--- src/rtl/pwm_generate.sv ---
// Frame-based PWM transmitter: pulse high-time in units of CLKS_PER_UNIT clocks,
// frame length PERIOD_UNITS units, new values latched only at frame boundaries.
//
// state  | meaning
// S_IDLE | no frame running, counters and output held at 0
// S_RUN  | frame in progress, busy=1
module pwm_generate #(
    parameter int WIDTH         = 16,
    parameter int CLKS_PER_UNIT = 100,
    parameter int PERIOD_UNITS  = 60000
) (
    input  logic             clk,
    input  logic             reset,
    input  logic             enable,
    input  logic             value_valid,
    input  logic [WIDTH-1:0] value,
    output logic             value_ready,
    output logic             pwm_out,
    output logic             frame_done,
    output logic             busy
);

    localparam logic [WIDTH-1:0] PRE_LAST   = WIDTH'(CLKS_PER_UNIT - 1);
    localparam logic [WIDTH-1:0] UNIT_LAST  = WIDTH'(PERIOD_UNITS - 1);
    localparam logic [WIDTH-1:0] UNIT_LIMIT = WIDTH'(PERIOD_UNITS);

    typedef enum logic {S_IDLE, S_RUN} state_t;

    state_t           state_q, state_d;
    logic [WIDTH-1:0] presc_q, presc_d;
    logic [WIDTH-1:0] unit_q, unit_d;
    logic [WIDTH-1:0] active_q, active_d;
    logic [WIDTH-1:0] hold_q, hold_d;
    logic             full_q, full_d;
    logic             pwm_q, pwm_d;

    logic frame_last;
    logic frame_start;
    logic xfer;

    // A full-frame pulse would leave no low unit, so clamp to one unit short.
    function automatic logic [WIDTH-1:0] clamp_units(input logic [WIDTH-1:0] v);
        return (v >= UNIT_LIMIT) ? UNIT_LAST : v;
    endfunction

    assign frame_last  = (state_q == S_RUN) && (presc_q == PRE_LAST) && (unit_q == UNIT_LAST);
    assign frame_start = enable && ((state_q == S_IDLE) || frame_last);
    assign xfer        = value_valid && !full_q;

    always_ff @(posedge clk or negedge reset) begin
        if (!reset) begin
            state_q  <= S_IDLE;
            presc_q  <= '0;
            unit_q   <= '0;
            active_q <= '0;
            hold_q   <= '0;
            full_q   <= 1'b0;
            pwm_q    <= 1'b0;
        end else begin
            state_q  <= state_d;
            presc_q  <= presc_d;
            unit_q   <= unit_d;
            active_q <= active_d;
            hold_q   <= hold_d;
            full_q   <= full_d;
            pwm_q    <= pwm_d;
        end
    end

    always_comb begin
        state_d = state_q;
        case (state_q)
            S_IDLE:  if (enable) state_d = S_RUN;
            S_RUN:   if (frame_last && !enable) state_d = S_IDLE;
            default: state_d = S_IDLE;
        endcase
    end

    always_comb begin
        presc_d  = presc_q;
        unit_d   = unit_q;
        active_d = active_q;
        hold_d   = hold_q;
        full_d   = full_q;
        if (frame_start) begin
            presc_d = '0;
            unit_d  = '0;
            if (full_q) begin
                active_d = clamp_units(hold_q);
                full_d   = 1'b0;
            end else if (xfer) begin
                active_d = clamp_units(value);
            end
        end else begin
            if (xfer) begin
                hold_d = value;
                full_d = 1'b1;
            end
            if (state_q == S_RUN) begin
                if (frame_last) begin
                    presc_d = '0;
                    unit_d  = '0;
                end else if (presc_q == PRE_LAST) begin
                    presc_d = '0;
                    unit_d  = unit_q + 1'b1;
                end else begin
                    presc_d = presc_q + 1'b1;
                end
            end
        end
        // High while the unit about to be entered is below the active width.
        pwm_d = (state_d == S_RUN) && (unit_d < active_d);
    end

    always_comb begin
        busy        = (state_q == S_RUN);
        frame_done  = frame_last;
        value_ready = !full_q;
        pwm_out     = pwm_q;
    end

endmodule

--- config.mk ---
export PLATFORM = sky130hd
export DESIGN_NAME = pwm_generate
export DESIGN_NICKNAME = d
export VERILOG_FILES = /design/src/rtl/pwm_generate.sv
export SDC_FILE = /design/constraint.sdc
export NUM_CORES = 1
export LEC_CHECK = 0
export BUFFER_PORTS_ARGS = -buffer_cell sky130_fd_sc_hd__buf_2
export CAP_MARGIN = 20
export CORE_MARGIN = 5
export CORE_UTILIZATION = 40
export CTS_BUF_LIST = sky130_fd_sc_hd__clkbuf_4
export DETAILED_ROUTE_END_ITERATION = 7
export GPL_TIMING_DRIVEN = 0
export PLACE_DENSITY_LB_ADDON = 0.05
export SYNTH_ARGS = -nofsm -noshare
export SYNTH_HDL_FRONTEND = slang
export SYNTH_SLANG_ARGS = --single-unit
--- constraint.sdc ---
create_clock -name clk -period 3.7 [get_ports clk]
set_input_delay 0.185 -clock clk [delete_from_list [all_inputs] [get_ports clk]]
set_output_delay 0.185 -clock clk [all_outputs]
set_load 0.01 [all_outputs]
* Word-level counts from Yosys, hierarchy flattened
Index checks and enable logic that the tools add are counted.
** Operators by class
- Add/sub/neg operators :: 2
- $lt $le $gt $ge :: 3
- Equal/unequal tests :: 2
- Mux-type cells :: 18
- Bitwise logic cells :: 2
- Reduce and logical (&&, ||, !) cells :: 12
** Operators with widths (number)
- $mux 16 :: 13
- $add 16x1->16 const B :: 2
- $ge 16x16->1 const B :: 2
- $eq 16x16->1 const B :: 1
- $eq 16x7->1 const B :: 1
- $lt 16x16->1 :: 1
- $logic_and 1x1->1 :: 6
- $mux 1 :: 4
- $reduce_bool 2->1 :: 2
- $logic_not 1->1 :: 2
- $not 1->1 :: 2
- $pmux 1 s2 :: 1
- $reduce_and 2->1 :: 1
- $logic_or 1x1->1 :: 1
** Storage, ports and cells
- Register bits after elaboration :: 67
- Input port bits :: 20
- Output and inout port bits :: 4
- Logic and storage cells :: 46

* Longest topological paths before layout
Gate-level depths: netlist (run 1).
- Depth in word-level cells :: 8
- Depth in mapped cells :: 17
- Gate-level depth less buffers :: 14

* Worst setup path after synthesis (run 1)
OpenSTA, ideal clock, no wires.
- Kind :: reg2reg
- Start point :: register unit_q[0]
- End point :: register pwm_q (netlist: pwm_out)
- Setup time :: 0.120 ns
- Arrival time :: 3.500 ns
- Required time :: 3.580 ns
- Path slack :: 0.080 ns
- Cell stages (with the launch flop) :: 17
- Path buffers :: 3
- Period minus slack after synthesis :: 3.620 ns
- Cells stage by stage :: dfrtp_1 ha_1 and4_1 buf_4 nand4_2 o31a_1 buf_4 nor3_4 buf_4 o21ai_0 ha_1 nand4_1 or3_1 nor3_1 inv_1 o32a_1 and3_1
** Between the ends
- Longest elaborated chain between the ends :: 7
- Elaborated cells between the ends (all ways) :: 15
- Those cells by class :: add/sub: 1; order compare: 1; eq/ne: 1; mux: 7; reduce/logical: 5
** RTL lines
- start: declaration :: RTL line 31 : logic [WIDTH-1:0] unit_q, unit_d;
- start signal: assignment :: RTL line 62 : unit_q <= unit_d;
- $add 16x1->16 or $eq 16x16->1 (tied branches) :: RTL line 105, 46
- $mux 16 or $logic_and 1x1->1 (tied branches) :: RTL line 103, 46
- $mux 16 or $logic_or 1x1->1 (tied branches) :: RTL line 100, 47
- $mux 16 or $logic_and 1x1->1 (tied branches) :: RTL line 99, 47
- $mux 16 :: RTL line 85 : if (frame_start) begin
- $lt 16x16->1 :: RTL line 112 : pwm_d = (state_d == S_RUN) && (unit_d < active_d);
- $logic_and 1x1->1 * :: RTL line 112
- named net pwm_d :: RTL line 35 : logic pwm_q, pwm_d;
- end signal: assignment :: RTL line 66 : pwm_q <= pwm_d;
- end: declaration :: RTL line 35
The timed path passes the listed nets; every way through them passes the cells marked *.
A chain may end at the register's enable or synchronous reset.

* Final worst setup path (run 1)
- Start point :: register presc_q[9]
- End point :: register pwm_q (netlist: pwm_out)
** Between the ends
- Longest elaborated chain between the ends :: 8
- Elaborated cells between the ends (all ways) :: 15
- Those cells by class :: order compare: 1; eq/ne: 1; mux: 7; reduce/logical: 6
** RTL lines
- start: declaration :: RTL line 30 : logic [WIDTH-1:0] presc_q, presc_d;
- start signal: assignment :: RTL line 61 : presc_q <= presc_d;
- $eq 16x7->1 * :: RTL line 46, 103
- $logic_and 1x1->1 (2 in a row) :: RTL line 46 : assign frame_last = (state_q == S_RUN) && (presc_q == PRE_LAST) && (unit_q == UNIT_LAST);
- $mux 16 or $logic_or 1x1->1 (tied branches) :: RTL line 100, 47
- $mux 16 or $logic_and 1x1->1 (tied branches) :: RTL line 99, 47
- $mux 16 * :: RTL line 85
- named net unit_d[10] :: RTL line 31
- $lt 16x16->1 * :: RTL line 112
- $logic_and 1x1->1 * :: RTL line 112
- named net pwm_d :: RTL line 35
Marks and branches as above.

==> out/qor.txt, run 1 <==
===================================================================================
DRC viols ............................................................            0
Setup TNS ............................................................         0 ps
Area of the die ...................................................... 0.0118 sq mm
Die extent in x ......................................................       109 um
Placement-stage cell area ............................................ 0.00418 sq mm
Worst Path Class, Setup ..............................................   reg -> reg
Fin. max-slew vios ...................................................            0
Flip-flop cell with the highest count after synthesis ................ sky130_fd_sc_hd__dfrtp_1
Count of placed standard cells in the final layout, fillers left out .          591
Cell variety after synth .............................................           61
Grt ovf ..............................................................            0
Cell accounting for the most synthesized area ........................ sky130_fd_sc_hd__dfrtp_1
Area growth from synthesis to final layout ...........................        23.8%
Count of state elements after synthesis ..............................           67
Library cell with the highest instance count after synthesis ......... sky130_fd_sc_hd__dfrtp_1
1st-iter DRT viols ...................................................          130
Fraction of post-synthesis cell area in the top cell type by area ....        42.9%
Area occupied by multi-input gates ................................... 0.00230 sq mm
Synth top area cells ................................................. sky130_fd_sc_hd__dfrtp_1 43%, sky130_fd_sc_hd__ha_1 5.4%, sky130_fd_sc_hd__o21ai_0 4.4%
Maximum number of pins on one net before global-route repair .........           68
Placed instance count ................................................          544
Clock network latency to the later pin of the worst-skew pair ........       410 ps
Via Count ............................................................        3,239
Number of flops mapped to enable cells by yosys ......................            0
Async set or reset register ratio after synthesis ....................         100%
Hold Worst Slack .....................................................      38.0 ps
Vertical die dimension ...............................................       109 um
Share of cells above drive strength 1 ................................        25.8%
Final estimated routing congestion in global placement ...............        0.783
Global-route wire length before repair ...............................    16,200 um
Setup slack on the worst flop-to-flop path ...........................        30 ps
Depth of the most critical reg-to-reg path ...........................           14
Number of hold violations in the final report ........................            0
Summed instance area of the synthesized netlist ...................... 0.00391 sq mm
Detailed-router iteration count before antenna repair ................            4
Number of antenna violations at the first check in global routing ....            0
Num rows .............................................................           36
Number of filler instances in the final layout .......................          944
Run status ...........................................................    completed
List of most frequent post-synthesis cells ........................... 67 x sky130_fd_sc_hd__dfrtp_1, 36 x sky130_fd_sc_hd__nand2_1, 34 x sky130_fd_sc_hd__o21ai_0
RSZ-0062 raised after global routing .................................          yes
Leak Pwr .............................................................      1.98 nW
Number of buffers created by CTS .....................................            9
Top-Level Pins .......................................................           24
HPWL after detailed placement ........................................      6860 um
CTS H-Tree Depth .....................................................            3
Cells on Worst Hold Path .............................................            2
Worst hold start .....................................................    value[11]
Worst reg2reg path startpoint ........................................   presc_q[9]
Yosys Warn Count .....................................................            0
Destination of the worst hold path ...................................   hold_q[11]
Floorplan Core Area .................................................. 0.00964 sq mm
Post-route ant nets ..................................................            0
Clock tree from TritonCTS ............................................         done
Clock root buffer master ............................................. sky130_fd_sc_hd__clkbuf_4
Worst-case headroom to the max-slew limit ............................        41.5%
Storage cell area .................................................... 0.00168 sq mm
Fin Clk Skew .........................................................      19.5 ps
Peak ir drop on the vdd network ......................................     0.160 mV
Drt total wl .........................................................      9830 um
Final routed wire length divided by cell count .......................      16.6 um
Transition time at the pin with the least slew margin ................       877 ps
Overall power ........................................................      1.38 mW
Via-to-Cell Ratio ....................................................         5.48
Number of nets in the layout .........................................          490
GRT Util Overall .....................................................        17.7%
Via count of the first global-routing pass ...........................        3,189
Post-route cell area ................................................. 0.00484 sq mm
# clock sinks ........................................................           67
IO buf count .........................................................           21
CP Max Fanout ........................................................           10
Post-route clock period utilization ..................................        99.2%
Number of cells produced by synthesis ................................          390
Signal arrival time at the worst endpoint ............................      3970 ps
Type of origin of the critical path ..................................    flip-flop
CP required ..........................................................      4000 ps
Sequential-to-total area share from yosys stat .......................        42.9%
Final critical delay including setup and external delays .............      3670 ps
Synth Net Count ......................................................          427
Reg2Reg Capture Point ................................................      pwm_out
Diode count ..........................................................            0
Clk slew on worst S/H paths ..........................................       120 ps
Power density over the cells .........................................  286 mW/mm^2
Final setup fails ....................................................            0
Worst Setup End Kind .................................................    flip-flop
Avg Synthesized Cell Area ............................................   10.0 sq um
Max Fclk .............................................................      272 MHz
Worst hold path class ................................................    in -> reg
Initial Utilization ..................................................        40.6%
Worst-case clock buffer depth ........................................            2
Maximum Capacitance Violations .......................................            0
===================================================================================
critical path, cell delays in order, from the launching register on:
cell and delay, ps:
sky130_fd_sc_hd__dfrtp_2 450, sky130_fd_sc_hd__nor4_4 330, sky130_fd_sc_hd__nand4_4 240, sky130_fd_sc_hd__o31ai_4 360, sky130_fd_sc_hd__clkbuf_8 230, sky130_fd_sc_hd__nor2_1 50, sky130_fd_sc_hd__o21ai_0 140, sky130_fd_sc_hd__o21ai_0 190
sky130_fd_sc_hd__ha_1 350, sky130_fd_sc_hd__nand4_1 90, sky130_fd_sc_hd__or3_4 410, sky130_fd_sc_hd__nor3_4 220, sky130_fd_sc_hd__inv_1 60, sky130_fd_sc_hd__o32a_1 280, sky130_fd_sc_hd__and3_4 150
metal layers:
| layer | global-route usage (%) | routed length, um | up-vias |
|---|---|---|---|
| met5 | 0 | 0 | - |
| met3 | 3.20 | 245 | 10 |
| li1 | - | - | 1608 |
| met4 | 7.57 | 121 | 0 |
| met1 | 24.4 | 4890 | 1580 |
| met2 | 27.2 | 4570 | 41 |
worst max-delay path by stage:
| stage | from | to | slack (ps) | cells after the start |
|---|---|---|---|---|
| 2_1_floorplan | unit_q[0] | pwm_out | 80 | 16 |
| 3_3_place_gp | unit_q[0] | pwm_out | -560 | 16 |
| 3_5_place_dp | unit_q[0] | pwm_out | -570 | 15 |
| 4_1_cts | unit_q[1] | pwm_out | 2 | 16 |
| 5_1_grt | unit_q[5] | pwm_out | -150 | 15 |
| 6_report | presc_q[9] | pwm_out | 30 | 14 |
kinds of logic (layout without fill, tap and decap cells):
family	count (synthesis)	after routing	share of synthesized area [%]
XOR/XNOR	11	11	2.46
flip-flops	67	67	42.9
AO/OA/AOI/OAI	122	122	21.3
AND/OR/NAND/NOR	127	127	18.5
adder cells (fa/ha/maj)	17	17	5.44
buffers and inverters	28	96	3.33
multiplexers	18	18	6.08
metrics by stage:
step	setup slack (ps)	utilization, %
3_5_place_dp	-573	43.4
3_3_place_gp	-559	43.4
5_1_grt	-149	50.2
6_report	28.5	50.2
4_1_cts	2.31	48.2
2_1_floorplan	80.1	-
cell usage in the layout, fill, tap and decap left out, types with 7 or more instances in the layout:
cell type                       instances
sky130_fd_sc_hd__buf_4                 23
sky130_fd_sc_hd__o22ai_1                9
sky130_fd_sc_hd__nand2_1               33
sky130_fd_sc_hd__a21oi_1               12
sky130_fd_sc_hd__inv_1                  9
sky130_fd_sc_hd__nand4_1               14
sky130_fd_sc_hd__buf_2                 21
sky130_fd_sc_hd__clkbuf_4              13
sky130_fd_sc_hd__buf_6                  9
sky130_fd_sc_hd__nor3_1                 8
sky130_fd_sc_hd__dfrtp_1               65
sky130_fd_sc_hd__clkbuf_1               7
sky130_fd_sc_hd__ha_1                  14
sky130_fd_sc_hd__o21a_1                 8
sky130_fd_sc_hd__mux2_4                10
sky130_fd_sc_hd__o21ai_0               29
sky130_fd_sc_hd__nand3_1               10
sky130_fd_sc_hd__nor2_1                25
sky130_fd_sc_hd__dlygate4sd3_1          9
where the power goes:
group	total, mW	switching (mW)	internal, mW
clock	0.500	0.266	0.234
sequential	0.776	0.0198	0.756
combinational	0.109	0.0547	0.0545
total	1.38	0.340	1.04
cell type report:
class | instances | share of cell area, %
multi-input cells | 295 | 47.5
clock buffers | 13 | 2.02
well taps | 133 | 3.44
inverters | 9 | 0.698
clock inverters | 3 | 0.802
flip-flops and latches | 67 | 34.7
plain buffers | 18 | 3.03
repair buffers | 53 | 7.81
repair_timing:
action                     4_1_cts  5_1_grt
resized for setup               33       33
hold buffers                     7        2
setup endpoints to repair        1        1
hold endpoints to repair        73        2
pin swaps                        8       19
buffers inserted                14        9
gates cloned                     0        0
registers in the layout, summed over array words and instances (netlist names):
name,flops
pwm_out,1
active_q,16
presc_q,16
unit_q,16
hold_q,16
full_q,1
busy,1
(Power assumes the default switching activity.)
==> run 2: changes to the inputs <==
==> constraint.sdc (replaced) <==
create_clock -name clk -period 3.7 [get_ports clk]
set_input_delay 0.555 -clock clk [delete_from_list [all_inputs] [get_ports clk]]
set_output_delay 0.555 -clock clk [all_outputs]
set_load 0.01 [all_outputs]
==> out/qor.txt, run 2 (synthesis gave the netlist of run 1 again) <==
===================================================================================
Run status ...........................................................    completed
Overall power ........................................................      1.38 mW
Final routed wire length divided by cell count .......................      16.8 um
Number of hold violations in the final report ........................            0
Share of cells above drive strength 1 ................................        26.3%
Leading cell type in the layout, fill and taps excluded .............. sky130_fd_sc_hd__dfrtp_1
Placed instance count ................................................          544
Power density over the cells .........................................  291 mW/mm^2
Via count of the first global-routing pass ...........................        3,157
Fin. max-slew vios ...................................................            0
Number of nets in the layout .........................................          481
GRT Util Overall .....................................................        17.5%
Clock network latency to the later pin of the worst-skew pair ........       410 ps
Worst hold path class ................................................  in -> async
CTS H-Tree Depth .....................................................            3
Final critical delay including setup and external delays .............      3680 ps
Setup TNS ............................................................         0 ps
Floorplan Core Area .................................................. 0.00964 sq mm
Type of origin of the critical path ..................................    flip-flop
Top library cells by usage in the layout, fill and taps aside ........ 65 x sky130_fd_sc_hd__dfrtp_1, 33 x sky130_fd_sc_hd__nand2_1, 29 x sky130_fd_sc_hd__o21ai_0
Post-layout util .....................................................        49.3%
Worst Path Class, Setup ..............................................   reg -> reg
Fin Clk Skew .........................................................      18.6 ps
Diode count ..........................................................            0
Global-route wire length before repair ...............................    16,100 um
CP Max Fanout ........................................................           10
Clock tree from TritonCTS ............................................         done
Area of the die ...................................................... 0.0118 sq mm
CP required ..........................................................      4000 ps
Worst-case clock buffer depth ........................................            2
Num rows .............................................................           36
Die extent in x ......................................................       109 um
Vertical die dimension ...............................................       109 um
Post-route clock period utilization ..................................        99.6%
Clock root buffer master ............................................. sky130_fd_sc_hd__clkbuf_4
Area growth from synthesis to final layout ...........................        21.5%
Maximum Capacitance Violations .......................................            0
Count of placed standard cells in the final layout, fillers left out .          582
Maximum number of pins on one net before global-route repair .........           68
Storage cell area .................................................... 0.00168 sq mm
Transition time at the pin with the least slew margin ................       867 ps
Final estimated routing congestion in global placement ...............        0.783
# clock sinks ........................................................           67
1st-iter DRT viols ...................................................          128
Worst Setup End Kind .................................................    flip-flop
Final setup fails ....................................................            0
Post-route ant nets ..................................................            0
Via-to-Cell Ratio ....................................................         5.52
Worst-case headroom to the max-slew limit ............................        42.2%
Leak Pwr .............................................................      1.94 nW
Peak ir drop on the vdd network ......................................     0.162 mV
Via Count ............................................................        3,213
Top-Level Pins .......................................................           24
Detailed-router iteration count before antenna repair ................            4
Max Fclk .............................................................      271 MHz
Drt total wl .........................................................      9800 um
Grt ovf ..............................................................            0
Number of antenna violations at the first check in global routing ....            0
Number of buffers created by CTS .....................................            9
IO buf count .........................................................           21
RSZ-0062 raised after global routing .................................          yes
Area occupied by multi-input gates ................................... 0.00230 sq mm
Number of filler instances in the final layout .......................          949
HPWL after detailed placement ........................................      6860 um
Initial Utilization ..................................................        40.6%
Signal arrival time at the worst endpoint ............................      3980 ps
Hold Worst Slack .....................................................       229 ps
Clk slew on worst S/H paths ..........................................       120 ps
DRC viols ............................................................            0
Hold buffer count at cts .............................................            0
===================================================================================
-- run 2: cell types whose count changed in the layout (fill, tap and decap cells not counted) --
cell,before,now
sky130_fd_sc_hd__dlygate4sd3_1,9,0
-- run 2: per-layer routing --
layer / global-route usage, % / wire length, um / vias up
met5: 0 / 0 / -
li1: - / - / 1589
met1: 24.3 / 4830 / 1572
met2: 26.9 / 4550 / 40
met4: 7.57 / 167 / 0
met3: 3.20 / 247 / 12
-- run 2: through the flow --
step | cell area [sq um] | worst slack (ps)
after global routing | 4750 | -149
final | 4750 | 16.2
after global placement | 4180 | -559
after detailed placement | 4180 | -573
after CTS | 4570 | 2.31
after floorplan | 3910 | 80.1
-- run 2: layout make-up --
cell class | count | share of cell area, %
Buffer | 18 | 3.08
Multi-Input combinational cell | 295 | 48.4
Clock inverter | 3 | 0.817
Inverter | 9 | 0.711
Sequential cell | 67 | 35.4
Tap cell | 133 | 3.50
Timing Repair Buffer | 44 | 6.06
Clock buffer | 13 | 2.06
-- run 2: power breakdown --
| part | total, mW | internal [mW] | switching [mW] |
|---|---|---|---|
| Clock | 0.502 | 0.234 | 0.268 |
| Sequential | 0.776 | 0.756 | 0.0198 |
| Combinational | 0.102 | 0.0483 | 0.0535 |
| Total | 1.38 | 1.04 | 0.341 |
-- run 2: path summary, 6_finish.rpt --
path                        startpoint          end  slack [ps]  cells after the start
hold / removal                   reset  presc_q[13]         230                      1
setup / recovery            presc_q[9]      pwm_out          20                     14
min in group clk              value[9]    hold_q[9]         390                      2
hold reg to reg            active_q[1]  active_q[1]         490                      1
max in group asynchronous        reset    hold_q[3]        2880                      1
setup reg to reg            presc_q[9]      pwm_out          20                     14
-- run 2: worst max-delay path: stages (launching register included) --
cell and delay (ps):
sky130_fd_sc_hd__dfrtp_2 450, sky130_fd_sc_hd__nor4_4 330, sky130_fd_sc_hd__nand4_4 240, sky130_fd_sc_hd__o31ai_4 370, sky130_fd_sc_hd__clkbuf_8 230, sky130_fd_sc_hd__nor2_1 50, sky130_fd_sc_hd__o21ai_0 140, sky130_fd_sc_hd__o21ai_0 190
sky130_fd_sc_hd__ha_1 350, sky130_fd_sc_hd__nand4_1 90, sky130_fd_sc_hd__or3_4 410, sky130_fd_sc_hd__nor3_4 220, sky130_fd_sc_hd__inv_1 60, sky130_fd_sc_hd__o32a_1 290, sky130_fd_sc_hd__and3_4 150
-- run 2: timing repair --
action | in CTS | in global routing
endpoints found under the setup margin | 1 | 1
resized for setup | 33 | 33
setup buffers | 14 | 9
cloned | 0 | 0
pin swaps | 8 | 19
